===== config.mk =====
export PLATFORM = sky130hd
export DESIGN_NAME = ssd_scan_driver
export DESIGN_NICKNAME = d
export VERILOG_FILES = /design/src/rtl/ssd_scan_driver.sv
export SDC_FILE = /design/constraint.sdc
export NUM_CORES = 1
export LEC_CHECK = 0
export CAP_MARGIN = 15
export CORE_AREA = 2 2 90 92
export CTS_CLUSTER_SIZE = 14
export DETAILED_ROUTE_END_ITERATION = 16
export DIE_AREA = 0 0 92 94
export PLACE_DENSITY = 0.76
export SLEW_MARGIN = 10
export SYNTH_ARGS = -nofsm -noshare
export SYNTH_HDL_FRONTEND = slang
export SYNTH_SLANG_ARGS = --single-unit

===== constraint.sdc =====
create_clock -name clk -period 2.65 [get_ports clk]
set_input_delay 0.265 -clock clk [delete_from_list [all_inputs] [get_ports clk]]
set_output_delay 0.265 -clock clk [all_outputs]
set_load 0.05 [all_outputs]

===== src/rtl/ssd_scan_driver.sv =====
// Four-digit multiplexed seven-segment scan driver with frame-synchronous
// shadowing of the displayed symbols and a free-running per-digit blink.
module ssd_scan_driver #(
    parameter int REFRESH_DIV = 100000,
    parameter int BLINK_DIV   = 50000000
) (
    input  logic        clk,
    input  logic        rst,
    input  logic [19:0] ssd,
    input  logic [3:0]  blink_en,
    output logic [3:0]  active_digit,
    output logic [6:0]  seven_out,
    output logic        frame_tick
);

    localparam int RW = (REFRESH_DIV > 1) ? $clog2(REFRESH_DIV) : 1;
    localparam int BW = (BLINK_DIV > 1) ? $clog2(BLINK_DIV) : 1;

    localparam logic [RW-1:0] REFRESH_LAST = RW'(REFRESH_DIV - 1);
    localparam logic [BW-1:0] BLINK_LAST   = BW'(BLINK_DIV - 1);

    localparam logic [4:0]  SYM_BLANK    = 5'd21;
    localparam logic [19:0] SHADOW_RESET = {4{SYM_BLANK}};
    localparam logic [6:0]  SEG_OFF      = 7'h7F;

    // Active-low cathode pattern {g,f,e,d,c,b,a} for every 5-bit symbol.
    function automatic logic [6:0] seg_decode(input logic [4:0] sym);
        logic [6:0] seg;
        seg = SEG_OFF;
        case (sym)
            5'd0:    seg = 7'h40;
            5'd1:    seg = 7'h79;
            5'd2:    seg = 7'h24;
            5'd3:    seg = 7'h30;
            5'd4:    seg = 7'h19;
            5'd5:    seg = 7'h12;
            5'd6:    seg = 7'h02;
            5'd7:    seg = 7'h78;
            5'd8:    seg = 7'h00;
            5'd9:    seg = 7'h10;
            5'd10:   seg = 7'h08;
            5'd11:   seg = 7'h03;
            5'd12:   seg = 7'h46;
            5'd13:   seg = 7'h21;
            5'd14:   seg = 7'h06;
            5'd15:   seg = 7'h0E;
            5'd16:   seg = 7'h47;
            5'd17:   seg = 7'h21;
            5'd18:   seg = 7'h0C;
            5'd19:   seg = 7'h2B;
            5'd20:   seg = 7'h3F;
            default: seg = SEG_OFF;
        endcase
        return seg;
    endfunction

    logic [RW-1:0] refresh_cnt_q, refresh_cnt_d;
    logic [BW-1:0] blink_cnt_q,   blink_cnt_d;
    logic          blink_phase_q, blink_phase_d;
    logic [1:0]    index_q,       index_d;
    logic [19:0]   shadow_ssd_q,  shadow_ssd_d;
    logic [3:0]    shadow_blink_q, shadow_blink_d;
    logic [3:0]    active_digit_q, active_digit_d;
    logic [6:0]    seven_q,       seven_d;
    logic          frame_tick_q,  frame_tick_d;

    logic          refresh_wrap;
    logic          blink_wrap;
    logic          frame_edge;
    logic [4:0]    shadow_sym [4];
    logic [3:0]    anode_sel_n;
    logic [4:0]    cur_sym;
    logic          cur_blanked;

    genvar gi;
    generate
        for (gi = 0; gi < 4; gi++) begin : g_digit
            assign shadow_sym[gi]  = shadow_ssd_q[gi*5 +: 5];
            assign anode_sel_n[gi] = (index_q != 2'(gi));
        end
    endgenerate

    assign cur_sym     = shadow_sym[index_q];
    assign cur_blanked = blink_phase_q & shadow_blink_q[index_q];

    always_comb begin
        refresh_cnt_d  = refresh_cnt_q;
        blink_cnt_d    = blink_cnt_q;
        blink_phase_d  = blink_phase_q;
        index_d        = index_q;
        shadow_ssd_d   = shadow_ssd_q;
        shadow_blink_d = shadow_blink_q;

        refresh_wrap = (refresh_cnt_q == REFRESH_LAST);
        blink_wrap   = (blink_cnt_q == BLINK_LAST);
        frame_edge   = refresh_wrap && (index_q == 2'd0);

        if (refresh_wrap) begin
            refresh_cnt_d = '0;
            index_d       = index_q - 2'd1;
        end else begin
            refresh_cnt_d = refresh_cnt_q + RW'(1);
        end

        // Blink timebase is deliberately unrelated to the scan position.
        if (blink_wrap) begin
            blink_cnt_d   = '0;
            blink_phase_d = ~blink_phase_q;
        end else begin
            blink_cnt_d = blink_cnt_q + BW'(1);
        end

        // Inputs are captured only here so a frame never shows a torn update.
        if (frame_edge) begin
            shadow_ssd_d   = ssd;
            shadow_blink_d = blink_en;
        end

        frame_tick_d   = frame_edge;
        active_digit_d = anode_sel_n;
        seven_d        = cur_blanked ? SEG_OFF : seg_decode(cur_sym);
    end

    always_ff @(posedge clk or negedge rst) begin
        if (!rst) begin
            refresh_cnt_q  <= '0;
            blink_cnt_q    <= '0;
            blink_phase_q  <= 1'b0;
            index_q        <= 2'd3;
            shadow_ssd_q   <= SHADOW_RESET;
            shadow_blink_q <= 4'b0000;
            active_digit_q <= 4'b1111;
            seven_q        <= SEG_OFF;
            frame_tick_q   <= 1'b0;
        end else begin
            refresh_cnt_q  <= refresh_cnt_d;
            blink_cnt_q    <= blink_cnt_d;
            blink_phase_q  <= blink_phase_d;
            index_q        <= index_d;
            shadow_ssd_q   <= shadow_ssd_d;
            shadow_blink_q <= shadow_blink_d;
            active_digit_q <= active_digit_d;
            seven_q        <= seven_d;
            frame_tick_q   <= frame_tick_d;
        end
    end

    assign active_digit = active_digit_q;
    assign seven_out    = seven_q;
    assign frame_tick   = frame_tick_q;

endmodule


# == After elaboration in Yosys (flattened, before gate mapping) ==
# Memories as Yosys holds them, arrays and structs flattened.
# Cells that the tools add are included.
# classes
n_div,0
reduce_logical,3
shift,0
multipliers,0
n_addsub,3
bitwise_logic,3
eq_ne,5
magnitude_cmp,2
muxes,8
# op_table
operator,count
$add A26 B1 Y26 const B,1
$eq A26 B26 Y1 const B,1
$mux W26,1
$add A17 B1 Y17 const B,1
$eq A17 B17 Y1 const B,1
$mux W17,1
$bmux W5 S2,1
$mux W5,2
$mux W7,1
$ne A2 B2 Y1 const B,2
$ge A3 B3 Y1 const B,1
$lt A2 B3 Y1 const B,1
$not A2 Y3,1
$bmux W1 S2,1
$logic_not A2 Y1,1
$ne A2 B1 Y1 const B,1
$reduce_bool A2 Y1,1
$sub A2 B1 Y2 const B,1
$and A1 B1 Y1,1
$logic_and A1 B1 Y1,1
$mux W1,1
$not A1 Y1,1
# word_totals
ram_bits,0
reg_bits,82
in_bits,26
latch_bits,0
mem_bits_ro,224
memories,1
# mem_list
name,words,width,rd,rd_ports_with_merged_regs,wr,line,text
(no name shown),32,7,1,0,0,30,case (sym)

# == Longest topological paths before layout ==
# An unclocked memory read counts as a cell.
# logic_depth
word_depth,6
depth_mapped,8
depth_no_buf,7

# == Worst setup path before layout ==
# OpenSTA, ideal clock, no wires.
# synth_timing
path_kind,reg2reg
from,register index_q[0]
to,"register seven_q[3], in the netlist seven_out[3]"
required_ps,2569
arrival_ps,2171
synth_period_minus_slack_ps,2253
slack_ps,397
setup_ps,81
path_stages_with_launch,8
cell_sequence,dfstp_2 > buf_2 > mux4_2 > inv_1 > ha_1 > nor2_1 > or3b_2 > o211ai_1
# synth_between
elab_chain_cells,6
word_cells_on_any_way,9
# synth_lines
element,line,text
"start, declared",60,"logic [1:0] index_q, index_d;"
"start signal, assigned",139,index_q <= index_d;
$not A2 Y3 (implied by the code),83,assign cur_sym = shadow_sym[index_q];
$bmux W5 S2,83,
$mux W5 (implied by the code) (2 in a row),83,
$mem_v2 Z32 W7,--,
$mux W7 (*),121,seven_d = cur_blanked ? SEG_OFF : seg_decode(cur_sym);
net seven_d[3],64,"logic [6:0] seven_q, seven_d;"
"end signal, assigned",143,seven_q <= seven_d;
"end, declared",64,
# Mark *: on every way through the listed nets, which the timed path passes. The rest lies on a longest branch. The select of a mux whose other input is x is not followed.
# A chain may end at the register's enable or synchronous reset.

# == Worst setup path in the final report ==
# Same ends and word-level chain as after synthesis.

==> flow_summary.ini <==
[clock_tree]
clk_latency_ns = 0.35
cts.path.max_buffers = 2
cts_root_buffer = clkbuf_8
htree_levels = 3
clk_pin_slew_ns = 0.08
cts_tree = yes
postCtsHoldBufs = 0
numCtsBuffers = 9
postCtsSetupBuffers = 0
cts_resized = 0
clkSinkCount = 82

[worst_setup_path]
reg2reg_depth = 6
reg2reg_to = seven_out[3]
crit_required_ns = 2.91
crit-reg2reg-launch = index_q[0]
rrSetupSlack_ns = 0.31
crit_fanout = 9
path_class = register to register
worstSetupStartpointType = register
worstPathArrival_ns = 2.60
critPathCaptureType = register

[flow_run]
maxCapViolations = 0

[power]
power_density_nw_per_um2 = 528
ir_drop_mv = 0.347
power_w = 0.00253
p_leak_nw = 2.06

[placement]
dp_hpwl_mm = 5.20
gp_congestion = 0.842
portBuffers = 37

[global_routing]
grt_use_total_pct = 19.0
grtUsageMet1_pct = 25.4
grt_max_degree = 83
grt_pass1_vias = 2775
top_usage_layer = met2
use_met3_pct = 4.90
grt_pass1_wl_mm = 12.9
grt-ovfl-total = 0
antenna_found_initial = 0
met2_usage_pct = 30.2

[floorplanning]
core_area_um2 = 7610
ios = 38
std_cell_rows = 32
start_util_pct = 54.4
fp.dieW_um = 92
die-area_um2 = 8650
die_h_um = 94

[min_path]
hold_path_class = input port to async pin

[final_layout]
drive_above_1_share_pct = 21.7
layout.nets = 421
syn2layout_area_growth_pct = 15.6
antennaDiodeCount = 0

[route]
drt.antenna.violating_nets = 0
wire_per_inst_um = 15.4
drt_iter0_markers = 127
vias = 2735
detail_route.first_pass.iterations = 4
route.detailed.drc = 0
wirelength_mm = 7.55
via_per_inst = 5.59

[sta]
timing.final.crit_period_ns = 2.34
rsz0062_at_grt = false
setup_viol = 0
tns_ns = 0
drv_slew = 0
fmax_mhz = 428
final.setup_skew_ns = 0.00769
hold_viol = 0
tightest_slew_ns = 0.989
min_period_over_period_pct = 88.2
slew_headroom_pct = 34.1

[synthesis]
synthXorXnorAreaFrac_pct = 6.35
synth_nets = 383
synth_compound_area_share_pct = 5.57
syn_area_per_cell_um2 = 12.0
mappedNetlistArea_um2 = 4140
async_flop_share_pct = 100
yosys.area_share.adder_pct = 3.93
synth_top_family_by_area = simple AND/OR/NAND/NOR gates
synthMuxAreaShare_pct = 13.6
ys_warn_count = 0
synth_seq_cells = 82
ys_seq_area_share_pct = 50.4
ys.flop_type = dfrtp_1
synth_edf_count = 0
ys_types = 49
synthCells = 344
synth-simple-area-share_pct = 16.5

[status]
status = finished clean
[per-stage QoR]
step / cell area [um^2] / std cells / hold WS, ns / setup WS, ns / utilization (%)
floorplan: 4140 / 344 / -0.0306 / 0.397 / -
global placement: 4560 / 473 / 0.456 / 0.390 / 59.9
detailed placement: 4560 / 473 / 0.473 / 0.329 / 59.9
CTS: 4780 / 489 / 0.106 / 0.300 / 62.9
global route: 4780 / 489 / 0.132 / 0.206 / 62.9
finish: 4780 / 489 / 0.0648 / 0.312 / 62.9
[worst max-delay path by stage]
stage,end,depth (start not counted),startpoint
final,seven_out[3],6,index_q[0]
after global routing,seven_out[3],6,index_q[0]
after CTS,seven_out[3],6,index_q[0]
after detailed placement,seven_out[3],6,index_q[0]
after global placement,seven_out[3],6,index_q[0]
after floorplan,seven_out[3],7,index_q[0]
[registers in the layout, summed over array words and instances (netlist names)]
| signal | cells |
|---|---|
| blink_phase_q | 1 |
| shadow_blink_q | 4 |
| active_digit | 4 |
| index_q | 2 |
| frame_tick | 1 |
| seven_out | 7 |
| blink_cnt_q | 26 |
| shadow_ssd_q | 20 |
| refresh_cnt_q | 17 |
[cell usage after synthesis (all sizes together), types with 4 or more instances]
cell type / n / area [um^2]
a21oi: 11 / 55.1
buf: 8 / 81.3
or4: 5 / 41.3
mux2: 27 / 379
o21ai: 12 / 60.1
mux4: 6 / 135
or3: 9 / 56.3
nor2: 19 / 71.3
clkbuf: 6 / 22.5
inv: 12 / 45.0
nand4: 14 / 87.6
dfstp: 25 / 657
xnor2: 13 / 114
xor2: 17 / 149
ha: 13 / 163
and3: 5 / 31.3
nand2: 16 / 67.6
dfrtp: 57 / 1430
nand3: 18 / 90.1
nor3: 7 / 40.0
nor2b: 4 / 25.0
and4: 8 / 70.1
mux2i: 5 / 50.1
[critical path, cell delays in order, from the launching register on]
cell	delay (ns)
dfstp_2	0.69
mux4_2	0.62
inv_1	0.16
ha_1	0.19
nor2_1	0.05
or3b_2	0.44
o211ai_1	0.11
[metal layers]
layer  up-vias  wire [um]
li1       1320          -
met1      1345       3490
met2        60       3680
met3        10        286
met4         0         99
met5         -          0
[final cells by class]
cell class	instances	area, um^2
Inverter	12	45.0
Tap cell	102	128
Fill cell	601	2820
Clock inverter	6	87.6
Multi-Input combinational cell	236	1900
Sequential cell	82	2080
Timing Repair Buffer	41	398
Clock buffer	10	138
[logic make-up (layout without fill, tap and decap cells)]
kind of cell,Yosys count,count (layout)
adder cells (fa/ha/maj),13,13
XOR/XNOR,30,30
multiplexers,38,38
AND/OR/NAND/NOR,118,118
AO/OA/AOI/OAI,37,37
buffers and inverters,26,69
flip-flops,82,82
[power breakdown]
part / switching, W / internal, W / total (W)
sequential: 0.0000147 / 0.00129 / 0.00131
clock: 0.000447 / 0.000560 / 0.00101
combinational: 0.000110 / 0.0000990 / 0.000209
total: 0.000572 / 0.00195 / 0.00253
[placed cells by master (no fill, tap or decap), types with 2 or more instances in the layout]
cell type	count
dfrtp_1	57
clkdlybuf4s50_1	36
dfstp_2	25
mux2_4	20
nor2_1	19
nand3_1	18
xor2_1	17
nand2_1	15
nand4_1	14
xnor2_1	13
ha_1	13
inv_1	12
o21ai_0	11
a21oi_1	11
clkbuf_8	10
or3_1	9
and4_1	8
mux2_2	7
nor3_1	6
mux4_2	6
and3_1	5
mux2i_1	5
buf_4	5
or4_1	4
nor2b_1	4
and2_1	3
nor4b_1	3
o31ai_1	3
nand4b_1	2
o2111ai_1	2
o211ai_1	2
inv_6	2
bufinv_16	2
clkinv_2	2
Power figures use the tool's default switching activity.
